[src/rtl/iobuf_hdx_ctrl.sv]
// Half-duplex single-wire controller: sends a UART-style byte on a tristate pad,
// then optionally turns the bus around and receives a one-byte response.
module iobuf_hdx_ctrl #(
    parameter int BIT_CYC  = 16,
    parameter int TURN_CYC = 4,
    parameter int TO_CYC   = 1024
) (
    input  logic       C,
    input  logic       R,
    input  logic       START,
    input  logic [7:0] TX_DATA,
    input  logic       RX_EN,
    output logic       PAD_I,
    output logic       PAD_T,
    input  logic       PAD_O,
    output logic       BUSY,
    output logic       DONE,
    output logic [7:0] RX_DATA,
    output logic       RX_VALID,
    output logic       ERR_TIMEOUT,
    output logic       ERR_FRAME
);

    localparam int MAX_A = (BIT_CYC > TURN_CYC) ? BIT_CYC : TURN_CYC;
    localparam int MAX_C = (MAX_A > TO_CYC) ? MAX_A : TO_CYC;
    localparam int CW    = (MAX_C > 1) ? $clog2(MAX_C) : 1;

    typedef enum logic [3:0] {
        IDLE,
        TX_START,
        TX_BITS,
        TX_STOP,
        TURN,
        RX_WAIT,
        RX_START,
        RX_BITS,
        RX_STOP
    } state_t;

    state_t        state_q;
    logic [CW-1:0] cnt_q;
    logic [CW-1:0] to_q;
    logic [2:0]    bitIdx_q;
    logic [7:0]    txData_q;
    logic [7:0]    rxShift_q;
    logic [7:0]    rxData_q;
    logic          rxEn_q;
    logic [1:0]    sync_q;
    logic          padI_q;
    logic          padT_q;
    logic          done_q;
    logic          valid_q;
    logic          errTo_q;
    logic          errFr_q;

    logic syncS;
    logic bitEnd;

    assign syncS  = sync_q[1];
    assign bitEnd = (cnt_q == CW'(BIT_CYC - 1));

    always_ff @(posedge C) begin
        if (R) begin
            state_q   <= IDLE;
            cnt_q     <= '0;
            to_q      <= '0;
            bitIdx_q  <= '0;
            txData_q  <= '0;
            rxShift_q <= '0;
            rxData_q  <= '0;
            rxEn_q    <= 1'b0;
            sync_q    <= 2'b11;
            padI_q    <= 1'b1;
            padT_q    <= 1'b1;
            done_q    <= 1'b0;
            valid_q   <= 1'b0;
            errTo_q   <= 1'b0;
            errFr_q   <= 1'b0;
        end else begin
            sync_q  <= {sync_q[0], PAD_O};
            done_q  <= 1'b0;
            valid_q <= 1'b0;
            errTo_q <= 1'b0;
            errFr_q <= 1'b0;

            case (state_q)
                IDLE: begin
                    padT_q <= 1'b1;
                    padI_q <= 1'b1;
                    if (START) begin
                        txData_q <= TX_DATA;
                        rxEn_q   <= RX_EN;
                        cnt_q    <= '0;
                        padT_q   <= 1'b0;
                        padI_q   <= 1'b0;
                        state_q  <= TX_START;
                    end
                end

                TX_START: begin
                    if (bitEnd) begin
                        cnt_q    <= '0;
                        bitIdx_q <= '0;
                        padI_q   <= txData_q[0];
                        state_q  <= TX_BITS;
                    end else begin
                        cnt_q <= cnt_q + 1'b1;
                    end
                end

                // txData_q shifts right so the next bit to send is always in [1]
                TX_BITS: begin
                    if (bitEnd) begin
                        cnt_q <= '0;
                        if (bitIdx_q == 3'd7) begin
                            padI_q  <= 1'b1;
                            state_q <= TX_STOP;
                        end else begin
                            bitIdx_q <= bitIdx_q + 1'b1;
                            padI_q   <= txData_q[1];
                            txData_q <= txData_q >> 1;
                        end
                    end else begin
                        cnt_q <= cnt_q + 1'b1;
                    end
                end

                TX_STOP: begin
                    if (bitEnd) begin
                        cnt_q  <= '0;
                        padT_q <= 1'b1;
                        padI_q <= 1'b1;
                        to_q   <= '0;
                        if (rxEn_q) begin
                            state_q <= TURN;
                        end else begin
                            done_q  <= 1'b1;
                            state_q <= IDLE;
                        end
                    end else begin
                        cnt_q <= cnt_q + 1'b1;
                    end
                end

                TURN: begin
                    if (cnt_q == CW'(TURN_CYC - 1)) begin
                        cnt_q   <= '0;
                        to_q    <= '0;
                        state_q <= RX_WAIT;
                    end else begin
                        cnt_q <= cnt_q + 1'b1;
                    end
                end

                // A start edge wins over an expiring timeout on the same cycle
                RX_WAIT: begin
                    if (!syncS) begin
                        cnt_q   <= '0;
                        state_q <= RX_START;
                    end else if (to_q == CW'(TO_CYC - 1)) begin
                        done_q  <= 1'b1;
                        errTo_q <= 1'b1;
                        state_q <= IDLE;
                    end else begin
                        to_q <= to_q + 1'b1;
                    end
                end

                RX_START: begin
                    if (cnt_q == CW'(BIT_CYC / 2)) begin
                        cnt_q <= '0;
                        if (!syncS) begin
                            bitIdx_q <= '0;
                            state_q  <= RX_BITS;
                        end else begin
                            state_q <= RX_WAIT;
                        end
                    end else begin
                        cnt_q <= cnt_q + 1'b1;
                    end
                end

                RX_BITS: begin
                    if (bitEnd) begin
                        cnt_q     <= '0;
                        rxShift_q <= {syncS, rxShift_q[7:1]};
                        if (bitIdx_q == 3'd7) begin
                            state_q <= RX_STOP;
                        end else begin
                            bitIdx_q <= bitIdx_q + 1'b1;
                        end
                    end else begin
                        cnt_q <= cnt_q + 1'b1;
                    end
                end

                RX_STOP: begin
                    if (bitEnd) begin
                        cnt_q  <= '0;
                        done_q <= 1'b1;
                        if (syncS) begin
                            rxData_q <= rxShift_q;
                            valid_q  <= 1'b1;
                        end else begin
                            errFr_q <= 1'b1;
                        end
                        state_q <= IDLE;
                    end else begin
                        cnt_q <= cnt_q + 1'b1;
                    end
                end

                default: begin
                    padT_q  <= 1'b1;
                    padI_q  <= 1'b1;
                    state_q <= IDLE;
                end
            endcase
        end
    end

    assign PAD_I       = padI_q;
    assign PAD_T       = padT_q;
    assign BUSY        = (state_q != IDLE);
    assign DONE        = done_q;
    assign RX_DATA     = rxData_q;
    assign RX_VALID    = valid_q;
    assign ERR_TIMEOUT = errTo_q;
    assign ERR_FRAME   = errFr_q;

endmodule

[config.mk]
export PLATFORM = sky130hd
export DESIGN_NAME = iobuf_hdx_ctrl
export DESIGN_NICKNAME = d
export VERILOG_FILES = /design/src/rtl/iobuf_hdx_ctrl.sv
export SDC_FILE = /design/constraint.sdc
export NUM_CORES = 1
export LEC_CHECK = 0
export CORE_ASPECT_RATIO = 0.8
export CORE_UTILIZATION = 50
export DETAILED_ROUTE_END_ITERATION = 10
export DONT_BUFFER_PORTS = 1
export PLACE_DENSITY = 0.67
export SYNTH_ARGS = -nofsm -noshare
export SYNTH_HDL_FRONTEND = slang
export SYNTH_SLANG_ARGS = --single-unit
[constraint.sdc]
create_clock -name C -period 2.32 [get_ports C]
set_input_delay 0 -clock C [delete_from_list [all_inputs] [get_ports C]]
set_output_delay 0 -clock C [all_outputs]
set_load 0.1 [all_outputs]
==> flow_summary.json <==
{
  "clock.fmax_mhz": 467,
  "synth-main-ff-cell": "dfxtp_1",
  "hold_ws_ps": 25.2,
  "synth.top_cell.area_share": 0.389,
  "grt_usage": 0.234,
  "yosys_register_bits": 60,
  "avgSynthCellArea_um2": 8.43,
  "setup_tns_ps": 0,
  "gp_congestion": 0.904,
  "post-route-period-util": 0.923,
  "ant_nets": 0,
  "die_w_um": 89.8,
  "finalSetupViolCount": 0,
  "grt_max_degree": 60,
  "synth_area_leaders": "dfxtp_1 39%, mux2i_1 8.8%, nor2_1 7.4%",
  "outcome": "finished, final reports clean",
  "die_h_um": 72.2,
  "hold_class": "primary input to flop",
  "wirelength_mm": 7.02,
  "place_hpwl_mm": 4.65,
  "p_per_area_nw_per_um2": 888,
  "startpoint_type": "flop",
  "skew_ps": 7.24,
  "power_switching_mw": 1.20,
  "yosysTopAreaCell": "dfxtp_1",
  "max-cap-violations": 0,
  "yosysWarnings": 0,
  "instances_no_fill": 478,
  "grt_setup_unrepaired": "no",
  "placed_cells": 448,
  "ys_types": 57,
  "final_layout_size_suffix_gt1_frac": 0.149,
  "crit_top_cell": "nor2_1",
  "root_buffer": "clkbuf_8",
  "io_buffers": 0,
  "final_cell_mix": "61 x nor2_1, 59 x dfxtp_1, 27 x mux2i_1, 23 x nand2_1, 23 x buf_4",
  "vias_per_cell": 5.72,
  "fillers": 559,
  "path_class": "flop to flop",
  "drt_iter0_markers": 245,
  "hold_viol": 0,
  "clk_pin_slew_ps": 70,
  "sw_frac_of_total": 0.373,
  "syn-cell-area_um2": 3080,
  "cp-end-kind": "flop",
  "antenna_found_initial": 0,
  "dieArea_um2": 6490,
  "synthToLayoutAreaGrowth_pct": 17.1,
  "finalMaxSlewViolations": 0,
  "clock_power_share": 0.294,
  "rows": 25,
  "crit_fanout": 21,
  "clockBufferDepth": 2,
  "grt_pass1_wl_mm": 11.8,
  "relSlewSlack": 0.377,
  "seq_area_frac_synth": 0.389,
  "grt_pass1_vias": 2424,
  "overflow": 0,
  "cp_slowest_cell": "dfxtp_1",
  "required_ps": 2590,
  "max_stage_delay_ps": 490,
  "antenna_cells": 0,
  "cts_buffers": 9,
  "seqPwrFrac": 0.380,
  "drc": 0,
  "cts_tree": "yes",
  "p_leak_nw": 1.46,
  "arrival_ps": 2410,
  "pin_count": 28,
  "via_count": 2736,
  "crit_chain": "nor2_1 -> nand3b_1 -> a221o_1 -> nor2_1 -> nand3_1 -> a21oi_1",
  "syn_inst": 366,
  "htreeDepth": 3,
  "synth_fp_nets": 384,
  "worst_pin_slew_ps": 933,
  "p_int_mw": 2.01,
  "synth_edf_count": 0,
  "worstSkewPairLatency_ps": 350,
  "fin_crit_ps": 2140,
  "clock_sinks": 60,
  "async_flop_share": 0,
  "nets": 410,
  "wl_per_cell_um": 14.7,
  "layout_commonest_cell": "nor2_1",
  "peakVddDrop_v": 0.000660,
  "first_pass_iters": 5,
  "start_util": 0.519,
  "combinationalPowerShare": 0.326,
  "core_area_um2": 5940
}
-- path summary, 6_finish.rpt --
kind / startpoint / end / slack (ps) / cells after the start
worst max register to register: state_q[1] / to_q[1] / 180 / 6
worst min-delay path: R / cnt_q[8] / 30 / 2
worst max-delay path: state_q[1] / to_q[1] / 180 / 6
worst min register to register: sync_q[0] / sync_q[1] / 410 / 1
-- synth_stat cells, drive strengths merged (4+ instances only) --
master   n
a22o     6
clkbuf  12
nor4     4
nor2b    6
a21o     4
a311oi   4
a21oi   19
or3      5
nor3    13
nand2   25
ha       5
nand2b  11
o21ai   21
buf      9
dfxtp   60
nand3   12
a211oi   9
mux2i   27
inv      7
nor2    61
-- per-layer routing --
layer	routed length, µm	up-vias	global-route usage	share of wire
met3	484	16	0.0786	0.069
met1	3300	1255	0.320	0.47
met2	3130	99	0.342	0.45
met5	0	-	0	0
met4	101	0	0.0893	0.014
li1	-	1366	-	-
-- worst max-delay path, delay by kind of cell (launching register included) --
kind | cells | cell delay, ps
AOI/OAI and AO/OA | 2 | 530
DFF | 1 | 490
and+or+nand+nor | 4 | 1040
-- repair_timing --
| action | in CTS | in global routing |
|---|---|---|
| endpoints found under the setup margin | 0 | 5 |
| resized for setup | 0 | 3 |
| buffers inserted | 0 | 1 |
| endpoints found under the hold margin | 60 | 0 |
| hold buffers | 13 | 0 |
-- flip-flops by register name, indices dropped and copies added (netlist names), 2 cells and up --
signal and count:
rxShift_q 8, cnt_q 10, bitIdx_q 3, to_q 10, state_q 4, txData_q 8
RX_DATA 8, sync_q 2
-- stage by stage --
| stage | worst slack, ps | utilization | instance area [µm²] | total power [mW] |
|---|---|---|---|---|
| floorplan | 122 | - | 3090 | 2.02 |
| finish | 179 | 0.608 | 3610 | 3.21 |
| detailed placement | 126 | 0.546 | 3250 | 2.22 |
| global route | 16.1 | 0.608 | 3610 | 3.38 |
| global placement | 207 | 0.546 | 3250 | 2.20 |
| CTS | 96.0 | 0.605 | 3590 | 3.20 |
-- power groups by stage --
stage	clock network, mW	logic [mW]	registers, mW
global placement	0	0.959	1.24
floorplan	0	0.743	1.28
global route	1.02	1.13	1.24
CTS	0.966	1.02	1.22
detailed placement	0	0.980	1.24
finish	0.942	1.05	1.22
-- logic make-up after synthesis --
kind of cell | Yosys count | share of synthesized area
xor+xnor | 3 | 0.00852
flops | 60 | 0.389
buf+inv | 28 | 0.0430
mux | 27 | 0.0876
compound gates | 85 | 0.183
simple gates | 158 | 0.268
fa+ha+maj | 5 | 0.0203
-- final cells by class --
type | instances | area [µm²] | share of cell area
Clock buffer | 9 | 124 | 0.0343
Clock inverter | 7 | 76.3 | 0.0211
Inverter | 7 | 26.3 | 0.00728
Multi-Input combinational cell | 278 | 1760 | 0.488
Sequential cell | 60 | 1200 | 0.333
Tap cell | 81 | 101 | 0.0281
Timing Repair Buffer | 36 | 320 | 0.0887
No activity file was read; power rests on OpenSTA's default activity.
